### config.mk
export PLATFORM = sky130hd
export DESIGN_NAME = nibble_serial_adder_ctrl
export DESIGN_NICKNAME = d
export VERILOG_FILES = /design/src/rtl/nibble_serial_adder_ctrl.sv
export SDC_FILE = /design/constraint.sdc
export NUM_CORES = 1
export LEC_CHECK = 0
export CELL_PAD_IN_SITES_DETAIL_PLACEMENT = 1
export CELL_PAD_IN_SITES_GLOBAL_PLACEMENT = 1
export CORE_ASPECT_RATIO = 0.8
export CORE_UTILIZATION = 34
export CTS_CLUSTER_SIZE = 20
export DETAILED_ROUTE_END_ITERATION = 6
export PLACE_DENSITY_LB_ADDON = 0.1
export SLEW_MARGIN = 20
export SYNTH_ARGS = -nofsm -noshare
export SYNTH_HDL_FRONTEND = slang
export SYNTH_SLANG_ARGS = --single-unit
export TNS_END_PERCENT = 10
### constraint.sdc
create_clock -name clk_i -period 1.75 [get_ports clk_i]
set_clock_uncertainty 0.2 [all_clocks]
set_input_delay 0.35 -clock clk_i [delete_from_list [all_inputs] [get_ports clk_i]]
set_output_delay 0.35 -clock clk_i [all_outputs]
set_load 0.02 [all_outputs]
### src/rtl/nibble_serial_adder_ctrl.sv
// ----------------------------------------------------------------------------
// nibble_serial_adder_ctrl
//
// Purpose:
//   This block performs a wide add of W = 4*NIBBLES bits with a single 4-bit
//   adder, processing one nibble per clock, least significant nibble first.
//   The carry-out of each nibble is registered and fed back as the carry-in
//   of the next nibble. The operand side and the result side each use a
//   valid/ready handshake.
//
// Optional feature:
//   Define NIBBLE_ADDER_OVF_EN to add the ovf_o port. It reports two's-
//   complement signed overflow of the W-bit add. It is registered, becomes
//   valid together with out_valid_o, and is held through DONE.
//
// Ports:
//   clk_i        clock; all state updates on the rising edge
//   rst_ni       synchronous active-low reset
//   in_valid_i   operands a_i/b_i/c_i valid
//   in_ready_o   block can accept operands (IDLE only)
//   a_i, b_i     W-bit operands
//   c_i          initial carry-in
//   out_valid_o  result valid (DONE only)
//   out_ready_i  consumer accepts the result
//   sum_o        A + B + c_i modulo 2^W
//   c_o          final carry-out
//   busy_o       high while in RUN
//   ovf_o        signed overflow (only with NIBBLE_ADDER_OVF_EN)
//
// Parameter:
//   NIBBLES      number of 4-bit slices per operand, legal range 1..16
// ----------------------------------------------------------------------------

// Plain 4-bit full adder: the one adder that gets time-multiplexed.
module four_bit_full_adder (
  input  logic [3:0] a_i,
  input  logic [3:0] b_i,
  input  logic       c_i,
  output logic [3:0] s_o,
  output logic       c_o
);
  logic [4:0] total;

  assign total = {1'b0, a_i} + {1'b0, b_i} + {4'b0000, c_i};
  assign s_o   = total[3:0];
  assign c_o   = total[4];
endmodule

module nibble_serial_adder_ctrl #(
  parameter int NIBBLES = 4
) (
  input  logic                 clk_i,
  input  logic                 rst_ni,
  input  logic                 in_valid_i,
  output logic                 in_ready_o,
  input  logic [4*NIBBLES-1:0] a_i,
  input  logic [4*NIBBLES-1:0] b_i,
  input  logic                 c_i,
  output logic                 out_valid_o,
  input  logic                 out_ready_i,
  output logic [4*NIBBLES-1:0] sum_o,
  output logic                 c_o,
`ifdef NIBBLE_ADDER_OVF_EN
  output logic                 ovf_o,
`endif
  output logic                 busy_o
);

  localparam int W  = 4 * NIBBLES;
  // A 1-bit counter is still used when NIBBLES = 1, so no zero-width vectors appear.
  localparam int CW = (NIBBLES > 1) ? $clog2(NIBBLES) : 1;
  localparam logic [CW-1:0] LAST_CNT = CW'(NIBBLES - 1);

  typedef enum logic [1:0] {
    IDLE = 2'd0,
    RUN  = 2'd1,
    DONE = 2'd2
  } state_t;

  state_t          state_q, state_d;
  logic [CW-1:0]   cnt_q, cnt_d;
  logic            carry_q, carry_d;
  logic [W-1:0]    a_sh_q, a_sh_d;
  logic [W-1:0]    b_sh_q, b_sh_d;
  logic [W-1:0]    res_q, res_d;
  logic [W-1:0]    sum_q, sum_d;
  logic            c_q, c_d;
  logic            out_valid_q, out_valid_d;
  logic            busy_q, busy_d;
  logic            in_ready_q, in_ready_d;
`ifdef NIBBLE_ADDER_OVF_EN
  logic            ovf_q, ovf_d;
`endif

  logic [3:0]      add_s;
  logic            add_c;

  // The adder is always driven from the low nibble of the shifters. Its
  // result is only captured while in RUN.
  four_bit_full_adder u_adder (
    .a_i (a_sh_q[3:0]),
    .b_i (b_sh_q[3:0]),
    .c_i (carry_q),
    .s_o (add_s),
    .c_o (add_c)
  );

  always_comb begin
    state_d = state_q;
    cnt_d   = cnt_q;
    carry_d = carry_q;
    a_sh_d  = a_sh_q;
    b_sh_d  = b_sh_q;
    res_d   = res_q;
    sum_d   = sum_q;
    c_d     = c_q;
`ifdef NIBBLE_ADDER_OVF_EN
    ovf_d   = ovf_q;
`endif

    unique case (state_q)
      IDLE: begin
        // in_ready is high for the whole IDLE state, so in_valid alone accepts the operands.
        if (in_valid_i) begin
          a_sh_d  = a_i;
          b_sh_d  = b_i;
          carry_d = c_i;
          cnt_d   = '0;
          state_d = RUN;
        end
      end
      RUN: begin
        // The new nibble enters at the top. After NIBBLES shifts, the first
        // nibble has reached bit 0. This form also works when W = 4.
        res_d           = res_q >> 4;
        res_d[W-1 -: 4] = add_s;
        carry_d         = add_c;
        a_sh_d          = a_sh_q >> 4;
        b_sh_d          = b_sh_q >> 4;
        cnt_d           = cnt_q + CW'(1);
        if (cnt_q == LAST_CNT) begin
          // Capture into separate output registers, so sum_o/c_o do not
          // change during the next operation's RUN phase.
          state_d = DONE;
          sum_d   = res_d;
          c_d     = add_c;
`ifdef NIBBLE_ADDER_OVF_EN
          // On the last nibble, bit 3 of the shifters holds the operand MSBs.
          ovf_d   = (a_sh_q[3] == b_sh_q[3]) && (add_s[3] != a_sh_q[3]);
`endif
        end
      end
      DONE: begin
        if (out_ready_i) begin
          state_d = IDLE;
        end
      end
      default: begin
        state_d = IDLE;
      end
    endcase

    // Handshake outputs are registered copies of the decoded next state.
    out_valid_d = (state_d == DONE);
    busy_d      = (state_d == RUN);
    in_ready_d  = (state_d == IDLE);
  end

  always_ff @(posedge clk_i) begin
    if (!rst_ni) begin
      state_q     <= IDLE;
      cnt_q       <= '0;
      carry_q     <= 1'b0;
      a_sh_q      <= '0;
      b_sh_q      <= '0;
      res_q       <= '0;
      sum_q       <= '0;
      c_q         <= 1'b0;
      out_valid_q <= 1'b0;
      busy_q      <= 1'b0;
      in_ready_q  <= 1'b1;
`ifdef NIBBLE_ADDER_OVF_EN
      ovf_q       <= 1'b0;
`endif
    end else begin
      state_q     <= state_d;
      cnt_q       <= cnt_d;
      carry_q     <= carry_d;
      a_sh_q      <= a_sh_d;
      b_sh_q      <= b_sh_d;
      res_q       <= res_d;
      sum_q       <= sum_d;
      c_q         <= c_d;
      out_valid_q <= out_valid_d;
      busy_q      <= busy_d;
      in_ready_q  <= in_ready_d;
`ifdef NIBBLE_ADDER_OVF_EN
      ovf_q       <= ovf_d;
`endif
    end
  end

  assign in_ready_o  = in_ready_q;
  assign out_valid_o = out_valid_q;
  assign busy_o      = busy_q;
  assign sum_o       = sum_q;
  assign c_o         = c_q;
`ifdef NIBBLE_ADDER_OVF_EN
  assign ovf_o       = ovf_q;
`endif

endmodule
After elaboration in Yosys (flattened, before gate mapping)
Cells that the tools add are included.

cells by class
  add/subtract/negate cells = 3
  eq/ne operators = 6
  muxes and demuxes = 12
  reductions and logical operators = 5

operators by type and width
  cell                                                  number
  case mux 16 bit (2 select lines)                      2
  2-to-1 mux 16 bit                                     2
  2-to-1 mux 2 bit                                      4
  equality test 2 bit (second input constant)           3
  case mux 2 bit (3 select lines)                       1
  adder 4 x 4 -> 5 bit                                  1
  adder 5 x 1 -> 5 bit                                  1
  equality test 2 x 1 -> 1 bit (second input constant)  2
  logical NOT 2 bit                                     2
  case mux 2 bit (2 select lines)                       1
  AND reduction 2 bit                                   2
  adder 2 x 1 -> 2 bit (second input constant)          1
  inequality test 2 bit (second input constant)         1
  case mux 1 bit (2 select lines)                       1
  nonzero test 2 bit                                    1
  2-to-1 mux 1 bit                                      1

storage, ports and cells
  flip-flop bits (word level) = 73
  bits of input ports = 37
  output and inout port bits = 20

Longest topological paths before layout
Gate-level depths: netlist (run 1).

  depth in word-level cells = 4
  depth in mapped cells = 7
  mapped depth without buffers = 7

Hierarchy
Synthesis (run 1) repeated with hierarchy kept, for this count alone.

second synthesis, totals
  cell total of the unflattened synthesis = 274
  area total of the unflattened synthesis = 2,867.8 µm²

modules (own cells, without submodules)
  module                    instances  cells an instance  area each (µm²)
  nibble_serial_adder_ctrl  1          258                2,723.9
  four_bit_full_adder       1          16                 143.9

Worst setup path before layout (run 1)
Ideal clock, no wire load.

  kind = register to register
  from = reg carry_q
  to = reg carry_q
  setup time = 0.070 ns
  arrival time = 1.619 ns
  slack = -0.139 ns
  cell stages (with the launch flop) = 8
  cells stage by stage = dfxtp_1 -> inv_1 -> fa_1 -> fa_1 -> nor2b_1 -> o21a_1 -> o21ai_0 -> a21boi_1

between the ends
  longest elaborated chain between the ends = 2

RTL lines
  element                          RTL line  text
  start, declared                  82        logic carry_q, carry_d;
  start signal, assigned           188       carry_q <= carry_d;
  adder 5 x 1 -> 5 bit             44        assign total = {1'b0, a_i} + {1'b0, b_i} + {4'b0000, c_i};
  case mux 1 bit (2 select lines)  121       unique case (state_q)

Every way passes these cells.
A chain may end at the register's enable or synchronous reset.

Worst setup path in the final report (run 1)
  from = reg b_sh_q[0]
  to = reg carry_q

between the ends
  longest elaborated chain between the ends = 3

RTL lines
  element                          RTL line  text
  start, declared                  84        logic [W-1:0] b_sh_q, b_sh_d;
  start signal, assigned           190       b_sh_q <= b_sh_d;
  adder 4 x 4 -> 5 bit             44
  adder 5 x 1 -> 5 bit             44
  case mux 1 bit (2 select lines)  121

Every way passes these cells.

==> reports/metrics.cfg, run 1 <==
[global_route]
grt_max_degree = 36
grt_pass1_wl_um = 12300
grt_usage = 0.179
grt_pass1_vias = 2466
gr-total-overflow = 0
antenna_found_initial = 0

[pwr]
share_seq_of_total_power = 0.510
power.density_cell_area_nw_per_um2 = 867
p_int_w = 0.00248
switching_share = 0.255
switchingPower_w = 0.000849
clock_power_share = 0.349
power_leakage_nw = 1.78
pwr-share-comb = 0.140
ir_drop_mv = 0.348

[route]
first_iter_violations = 80
drc = 0
drt-total-wl_um = 7130
final_antenna_net_count = 0
drt-wirelength-per-cell_um = 14.0
firstDrtPassIters = 4
drt-vias-per-instance = 4.85
vias = 2467

[final_layout]
nNetsFinal = 439
area_growth_pct = 32.7
insertedDiodeCount = 0
fillers = 941
drive_gt1_frac = 0.120
final_core_util = 0.475

[place]
preCtsSetupSlack_ns = -0.164
gp_congestion = 0.802
dp_hpwl_um = 5060
io_buffers = 56

[min_path]
worst_hold_path.num_cells = 3
hold_path_class = in -> reg
hp-start = rst_ni

[clock_tree]
clock_sinks = 69
cts_tree = yes
cts.reportedPaths.clkPinSlew_ns = 0.07
clkLatencyLatePin_ns = 0.34
clock_path_buffers = 2
htree_num_levels = 3
post-cts-setup-buffer-count = 0
clockRootBuffer = clkbuf_8
cts_buffers = 9

[floorplan]
die_area_um2 = 8890
fp.coreArea_um2 = 8090
die_h_um = 84.5
dieWidth_um = 105
rows = 29
initial_utilization = 0.358
ios = 57

[synthesis]
synth_compound_area_frac = 0.189
synthAdderAreaFrac = 0.0311
synth_nets = 380
ys.flop_type = dfxtp_1
synth.top_cells.by_area = dfxtp_1, nand2_1, o211a_1, a21boi_0, nand3_1
synth_top_family_by_area = simple AND/OR/NAND/NOR gates
synth-async-reset-ratio = 0
ys_seq_area_frac = 0.477
synthTopCellsByCount = nand2_1, dfxtp_1, nand3_1
yosys_warnings = 0
synth_area_leader_cell = dfxtp_1
syn-cell-area_um2 = 2890
synth_seq_cells = 69
synth_mux_area_frac = 0
synth-xor-area-share = 0.00303
synthSimpleGateAreaFrac = 0.251
syn_inst = 337
synth_edf_count = 0
yosysMostFrequentCell = nand2_1
synth_top_area_share = 0.477
avgSynthCellArea_um2 = 8.59
ys_types = 29

[sta]
hold_viol = 0
tightestPinTransition_ns = 0.302
final.period_utilization = 1.05
setup_violations = 7
rsz0062_at_grt = true
period_needed_ns = 1.85
max_slew_margin = 0.798
slew_violations = 0
max_freq_mhz = 542
worst_slack_ns = -0.0953

[critical_path]
path_max_fanout = 2
r2r_cells = 7
worstPathArrival_ns = 1.91
critPathLaunchType = register
path_class = reg -> reg
critPathCaptureType = register
worstPathRequired_ns = 1.82
r2r-start = b_sh_q[0]$_SDFFE_PN0P_
cp-startpoint = b_sh_q[0]$_SDFFE_PN0P_

[status]
violations = negative setup slack
status = complete, but fails checks

[run]
max_cap_violations = 0

worst max-delay path, stage by stage (launching register included):
cell	delay, ns
dfxtp_2	0.32
inv_2	0.04
fa_2	0.39
fa_2	0.38
nor2b_1	0.13
o21a_1	0.13
o21ai_1	0.06
a21boi_1	0.13
worst paths after layout:
check | endpoint | slack [ns]
min | res_q[15]$_SDFFE_PN0P_ | 0.17
max reg2reg | carry_q$_SDFFE_PN0P_ | -0.1
max | carry_q$_SDFFE_PN0P_ | -0.1
min reg2reg | sum_o[6]$_SDFFE_PN0P_ | 0.26
logic make-up (layout without fill, tap and decap cells):
kind of cell	after synthesis	count (layout)
xor+xnor	1	1
simple gates	162	162
compound gates	66	66
buf+inv	33	97
fa+ha+maj	6	6
flops	69	69
final cells by class:
type                            instances  area, um2  share of cell area
Multi-Input combinational cell        235       1390               0.363
Timing Repair Buffer                   76        731               0.190
Clock inverter                          4       22.5             0.00587
Clock buffer                           12        155              0.0404
Inverter                                5       18.8             0.00489
Tap cell                              108        135              0.0352
Sequential cell                        69       1380               0.360
placed cells by master (no fill, tap or decap), types with 3 or more instances in the layout:
master and instances:
nand2_1 101, dfxtp_1 67, clkdlybuf4s50_1 35, nand3_1 28, o211a_1 25, a21boi_0 21, dlygate4sd2_1 20, buf_4 16
clkbuf_8 11, a22oi_1 10, nor2b_1 10, and3_1 6, o21a_1 4, ha_1 4, buf_12 4, inv_1 3
nor2_1 3, clkinv_2 3
metrics by stage:
stage	instance area (um2)	std cells	hold WS [ns]	power, W	setup TNS (ns)
floorplan	2900	337	0.241	0.00199	-0.0463
detailed placement	3680	493	0.255	0.00220	-3.83
global placement	3680	493	0.251	0.00219	-3.19
finish	3840	509	0.167	0.00333	-0.365
global route	3840	509	0.180	0.00353	-1.02
CTS	3840	509	0.148	0.00338	-0.469
metal layers:
layer | up-vias | track usage | part of all wire
met1 | 1156 | 0.245 | 0.50
li1 | 1262 | - | -
met2 | 43 | 0.273 | 0.44
met4 | 0 | 0.0487 | 0.0091
met5 | - | 0 | 0
met3 | 6 | 0.0536 | 0.042
power by group through the flow:
stage	combinational (W)	clock, W	sequential (W)
2_1_floorplan	0.000263	0	0.00172
3_5_place_dp	0.000469	0	0.00173
4_1_cts	0.000475	0.00121	0.00170
5_1_grt	0.000528	0.00129	0.00171
6_report	0.000467	0.00116	0.00170
3_3_place_gp	0.000462	0	0.00173
repair_timing:
item / CTS / global route
pin swaps: 4 / 0
gates resized for setup: 23 / 2
endpoints found under the setup margin: 28 / 8
endpoints found under the hold margin: 0 / 0
hold buffers: 0 / 0
gates cloned: 0 / 0
state kept, by name, indices dropped and copies added (netlist names):
name,cells
a_sh_q,16
out_valid_o,1
cnt_q,2
c_o,1
busy_o,1
sum_o,16
carry_q,1
b_sh_q,16
state_q,2
res_q,12
in_ready_o,1
(Power assumes the default switching activity.)
==> inputs of run 2 (changes only) <==
Settings changed: CORE_UTILIZATION 34 to 42, DONT_BUFFER_PORTS set to 1.
==> reports/metrics.cfg, run 2 (same netlist as run 1, synthesis figures left out) <==
[status]
status = complete, but fails checks
violations = negative hold slack, negative setup slack

[clock_tree]
cts_tree = yes
clock_path_buffers = 2  ; unchanged
htree_num_levels = 3  ; unchanged
cts_buffers = 9  ; unchanged
clockRootBuffer = clkbuf_8
clkLatencyLatePin_ns = 0.34  ; about the same
cts.reportedPaths.clkPinSlew_ns = 0.07  ; about the same
clock_sinks = 69  ; unchanged

[critical_path]
critPathLaunchType = register
worstPathRequired_ns = 1.82  ; about the same
path_class = reg -> reg
path_max_fanout = 2  ; unchanged
critPathCaptureType = register
worstPathArrival_ns = 1.92  ; about the same

[floorplan]
fp.coreArea_um2 = 6510  ; -20%
ios = 57  ; unchanged
die_area_um2 = 7230  ; -19%
rows = 26  ; -10%
die_h_um = 76.2  ; -9.8%
dieWidth_um = 94.8  ; -9.8%
initial_utilization = 0.445  ; +0.0871

[final_layout]
final_common_cell = nand2_1
area_growth_pct = 12.6
nNetsFinal = 380  ; -13%
insertedDiodeCount = 0  ; unchanged
fillers = 792  ; -16%
drive_gt1_frac = 0.129  ; +0.00895
mostFrequentLayoutCells = nand2_1, dfxtp_1, nand3_1

[sta]
final.period_utilization = 1.06  ; +0.00421
setup_violations = 6  ; -1
rsz0062_at_grt = true
worst_slack_ns = -0.103  ; -0.00737 ns
max_slew_margin = 0.778  ; -0.0198
slew_violations = 0  ; unchanged
whs_ns = -0.101  ; -0.268 ns
period_needed_ns = 1.85  ; +0.00737 ns
max_freq_mhz = 540  ; -0.40%
tightestPinTransition_ns = 0.332  ; +0.0297 ns
hold_viol = 64  ; +64

[global_route]
gr-total-overflow = 0  ; unchanged
grt_usage = 0.204  ; +0.0252
grt_pass1_wl_um = 11200  ; -8.6%
antenna_found_initial = 0  ; unchanged
grt_max_degree = 74  ; +110%
grt_pass1_vias = 2221  ; -9.9%

[pwr]
p_int_w = 0.00241  ; -2.6%
ir_drop_mv = 0.431  ; +24%
pwr-share-comb = 0.111  ; -0.029
switchingPower_w = 0.000811  ; -4.4%
share_seq_of_total_power = 0.528  ; +0.018
clock_power_share = 0.361  ; +0.012
power_leakage_nw = 1.46  ; -18%
power.density_cell_area_nw_per_um2 = 990  ; +14%
switching_share = 0.251  ; -0.00344

[run]
max_cap_violations = 0  ; unchanged

[min_path]
hold_path_class = in -> reg

[place]
io_buffers = 0  ; -100%
preCtsSetupSlack_ns = -0.111  ; +0.0531 ns
dp_hpwl_um = 4710  ; -7.0%
gp_congestion = 0.791  ; -1.3%

[route]
drt-vias-per-instance = 5.31  ; +9.5%
firstDrtPassIters = 4  ; unchanged
first_iter_violations = 94  ; +18%
drt-total-wl_um = 6860  ; -3.8%
drc = 0  ; unchanged
final_antenna_net_count = 0  ; unchanged
vias = 2261  ; -8.4%
drt-wirelength-per-cell_um = 16.1  ; +15%

[run 2: worst paths after layout]
kind / depth (start not counted) / endpoint / start / slack (ns)
hold / removal: 1 / in_ready_o$_SDFF_PN1_ / rst_ni / -0.10
hold reg to reg: 2 / sum_o[1]$_SDFFE_PN0P_ / res_q[5]$_SDFFE_PN0P_ / 0.26
setup / recovery: 7 / carry_q$_SDFFE_PN0P_ / carry_q$_SDFFE_PN0P_ / -0.10
setup reg to reg: 7 / carry_q$_SDFFE_PN0P_ / carry_q$_SDFFE_PN0P_ / -0.10
[run 2: what timing repair did]
action                                  CTS  global route
endpoints found under the setup margin    8            18
pin swaps                                 4             2
hold buffers                              1             1
resized for setup                         1             9
setup buffers                             1             0
endpoints found under the hold margin    69            66
[run 2: per-layer routing]
layer | track usage | up-vias | wire [um] | share of wire
met5 | 0 | - | 0 | 0
met4 | 0.0773 | 0 | 53 | 0.0077
met3 | 0.0559 | 4 | 315 | 0.046
met2 | 0.286 | 42 | 3050 | 0.44
met1 | 0.294 | 1080 | 3450 | 0.50
li1 | - | 1135 | - | -
[run 2: worst max-delay path: stages, from the launching register on]
cell and delay, ns:
dfxtp_2 0.35, inv_2 0.04, fa_2 0.37, fa_2 0.38
nor2b_1 0.13, o21a_1 0.14, o21ai_1 0.06, a21boi_1 0.12
[run 2: cell type report]
cell class	instances	area, um2	area share
Clock buffer	13	159	0.0488
Clock inverter	3	20.0	0.00614
Inverter	5	18.8	0.00576
Multi-Input combinational cell	235	1400	0.429
Sequential cell	69	1390	0.425
Tap cell	84	105	0.0322
Timing Repair Buffer	17	174	0.0534
[run 2: stage by stage]
stage	cell area [um2]	instances	util	total power, W	setup TNS, ns
2_1_floorplan	2900	337	-	0.00199	-0.0463
3_3_place_gp	3030	407	0.466	0.00207	-0.295
3_5_place_dp	3030	407	0.466	0.00208	-0.587
4_1_cts	3230	425	0.497	0.00327	-0.365
5_1_grt	3260	426	0.501	0.00339	-0.784
6_report	3260	426	0.501	0.00323	-0.368
[run 2: power groups by stage]
stage | Clock [W] | Sequential [W] | Combinational (W)
global route | 0.00128 | 0.00172 | 0.000400
detailed placement | 0 | 0.00174 | 0.000345
floorplan | 0 | 0.00172 | 0.000263
global placement | 0 | 0.00174 | 0.000332
finish | 0.00116 | 0.00170 | 0.000357
CTS | 0.00122 | 0.00170 | 0.000351
==> inputs of run 3 (changes only) <==
Settings changed: CORE_ASPECT_RATIO 0.8 to not set, PLACE_DENSITY set to 0.75, PLACE_DENSITY_LB_ADDON 0.1 to not set.
==> reports/metrics.cfg, run 3 (same netlist as run 1, synthesis figures left out) <==
[status]
status = complete, but fails checks
violations = negative hold slack, negative setup slack

[clock_tree]
clkLatencyLatePin_ns = 0.33  ; about the same
cts.reportedPaths.clkPinSlew_ns = 0.07  ; about the same
htree_num_levels = 3  ; unchanged
clock_sinks = 69  ; unchanged
cts_tree = yes
cts_buffers = 9  ; unchanged
post-cts-setup-buffer-count = 0  ; -1
clock_path_buffers = 2  ; unchanged
clockRootBuffer = clkbuf_8

[sta]
hold_viol = 68  ; +6.3%
setup_violations = 8  ; +2
whs_ns = -0.0783  ; +0.0228 ns
max_freq_mhz = 538  ; -0.33%
slew_violations = 0  ; unchanged
max_slew_margin = 0.744  ; -0.0345
tightestPinTransition_ns = 0.384  ; +0.0517 ns
worst_slack_ns = -0.109  ; -0.00615 ns
rsz0062_at_grt = true
final.period_utilization = 1.06  ; +0.00351
period_needed_ns = 1.86  ; +0.00615 ns

[min_path]
hp-start = rst_ni
hold_path_class = in -> reg

[route]
routed-wl-met2_um = 3110  ; +2.1%
drc = 0  ; unchanged
highest_layer = met4
dr_wl_met3_um = 237  ; -25%
vias = 2246  ; -0.66%
final_antenna_net_count = 0  ; unchanged
wl_met1_um = 2950  ; -14%
drt-vias-per-instance = 5.41  ; +2.0%
first_iter_violations = 110  ; +17%
firstDrtPassIters = 4  ; unchanged
drt-total-wl_um = 6390  ; -6.8%
drt-wirelength-per-cell_um = 15.4  ; -4.4%

[critical_path]
critPathCaptureType = register
r2r-start = b_sh_q[0]$_SDFFE_PN0P_
path_max_fanout = 2  ; unchanged
cp-startpoint = b_sh_q[0]$_SDFFE_PN0P_
critPathLaunchType = register
worstPathRequired_ns = 1.81  ; about the same
worstPathArrival_ns = 1.92  ; about the same
path_class = reg -> reg

[final_layout]
mostFrequentLayoutCells = nand2_1, dfxtp_1, nand3_1
nNetsFinal = 377  ; -0.79%
area_growth_pct = 11.2
drive_gt1_frac = 0.115  ; -0.0133
final_common_cell = nand2_1
insertedDiodeCount = 0  ; unchanged
final_cells = 415  ; -2.6%
final_core_util = 0.495  ; -0.00549

[pwr]
clock_power_share = 0.363  ; +0.002
share_seq_of_total_power = 0.530  ; +0.002
switchingPower_w = 0.000772  ; -4.8%
ir_drop_mv = 0.448  ; +3.9%
p_int_w = 0.00244  ; +0.98%
pwr-share-comb = 0.106  ; -0.005
power.density_cell_area_nw_per_um2 = 998  ; +0.79%
switching_share = 0.240  ; -0.0110
power_leakage_nw = 1.45  ; -0.80%

[floorplan]
fp.coreArea_um2 = 6490  ; -0.17%
dieWidth_um = 85.0  ; -10%
initial_utilization = 0.446  ; +0.000771
die_h_um = 85.0  ; +11%
ios = 57  ; unchanged
rows = 29  ; +12%
die_area_um2 = 7230  ; about the same

[place]
placedCellCount = 400  ; -1.7%
io_buffers = 0  ; unchanged
dp_hpwl_um = 4340  ; -7.7%
gp_congestion = 0.772  ; -2.4%

[global_route]
gr-total-overflow = 0  ; unchanged
antenna_found_initial = 0  ; unchanged
grt_max_degree = 74  ; unchanged
grt_pass1_wl_um = 10900  ; -2.8%
grt_pass1_vias = 2319  ; +4.4%
grt_usage = 0.195  ; -0.00920

[run]
max_cap_violations = 0  ; unchanged

-- run 3: changes by cell type in the layout (fill, tap and decap cells not counted), sizes merged --
cell | before | now
buf | 15 | 14
dlygate4sd3 | 2 | 0
clkinvlp | 2 | 0
clkbuf | 13 | 14
-- run 3: final cells by class --
class	count	area, um2
Fill cell	761	3280
Multi-Input combinational cell	235	1400
Sequential cell	69	1380
Clock buffer	14	173
Timing Repair Buffer	14	143
Tap cell	77	96.3
Inverter	5	18.8
Clock inverter	1	5.00
-- run 3: worst max-delay path, cell delays in order (launching register included) --
cell and delay [ns]:
dfxtp_2 0.32, inv_2 0.04, fa_2 0.40, fa_2 0.38, nor2b_2 0.12, o21a_1 0.14
o21ai_1 0.06, a21boi_1 0.13
-- run 3: path summary, 6_finish.rpt --
check	end	slack, ns	cells after the start
max	carry_q$_SDFFE_PN0P_	-0.11	7
min reg2reg	sum_o[0]$_SDFFE_PN0P_	0.26	2
min	in_ready_o$_SDFF_PN1_	-0.08	1
max reg2reg	carry_q$_SDFFE_PN0P_	-0.11	7
-- run 3: what timing repair did --
action,in CTS,in global routing
cloned,0,0
hold endpoints to repair,69,69
resized for setup,2,3
setup endpoints to repair,8,28
pin swaps,3,1
-- run 3: power by group through the flow --
stage	clock [W]	sequential [W]	combinational (W)
final	0.00117	0.00170	0.000341
after global routing	0.00129	0.00171	0.000389
after CTS	0.00120	0.00170	0.000348
after detailed placement	0	0.00174	0.000342
after global placement	0	0.00173	0.000331
after floorplan	0	0.00172	0.000263
-- run 3: stage by stage --
step / total power [W] / worst slack, ns / hold slack [ns] / cell area [um2] / setup TNS, ns
2_1_floorplan: 0.00199 / -0.0208 / 0.241 / 2900 / -0.0463
4_1_cts: 0.00325 / -0.151 / -0.0986 / 3210 / -0.538
6_report: 0.00321 / -0.109 / -0.0783 / 3220 / -0.436
3_3_place_gp: 0.00207 / -0.0693 / 0.251 / 3020 / -0.301
3_5_place_dp: 0.00208 / -0.145 / 0.257 / 3020 / -0.725
5_1_grt: 0.00339 / -0.195 / -0.0828 / 3220 / -0.972
-- run 3: layer usage --
| layer | track usage | up-vias |
|---|---|---|
| li1 | - | 1127 |
| met1 | 0.237 | 1072 |
| met2 | 0.330 | 40 |
| met3 | 0.0457 | 7 |
| met4 | 0.0832 | 0 |
| met5 | 0 | - |
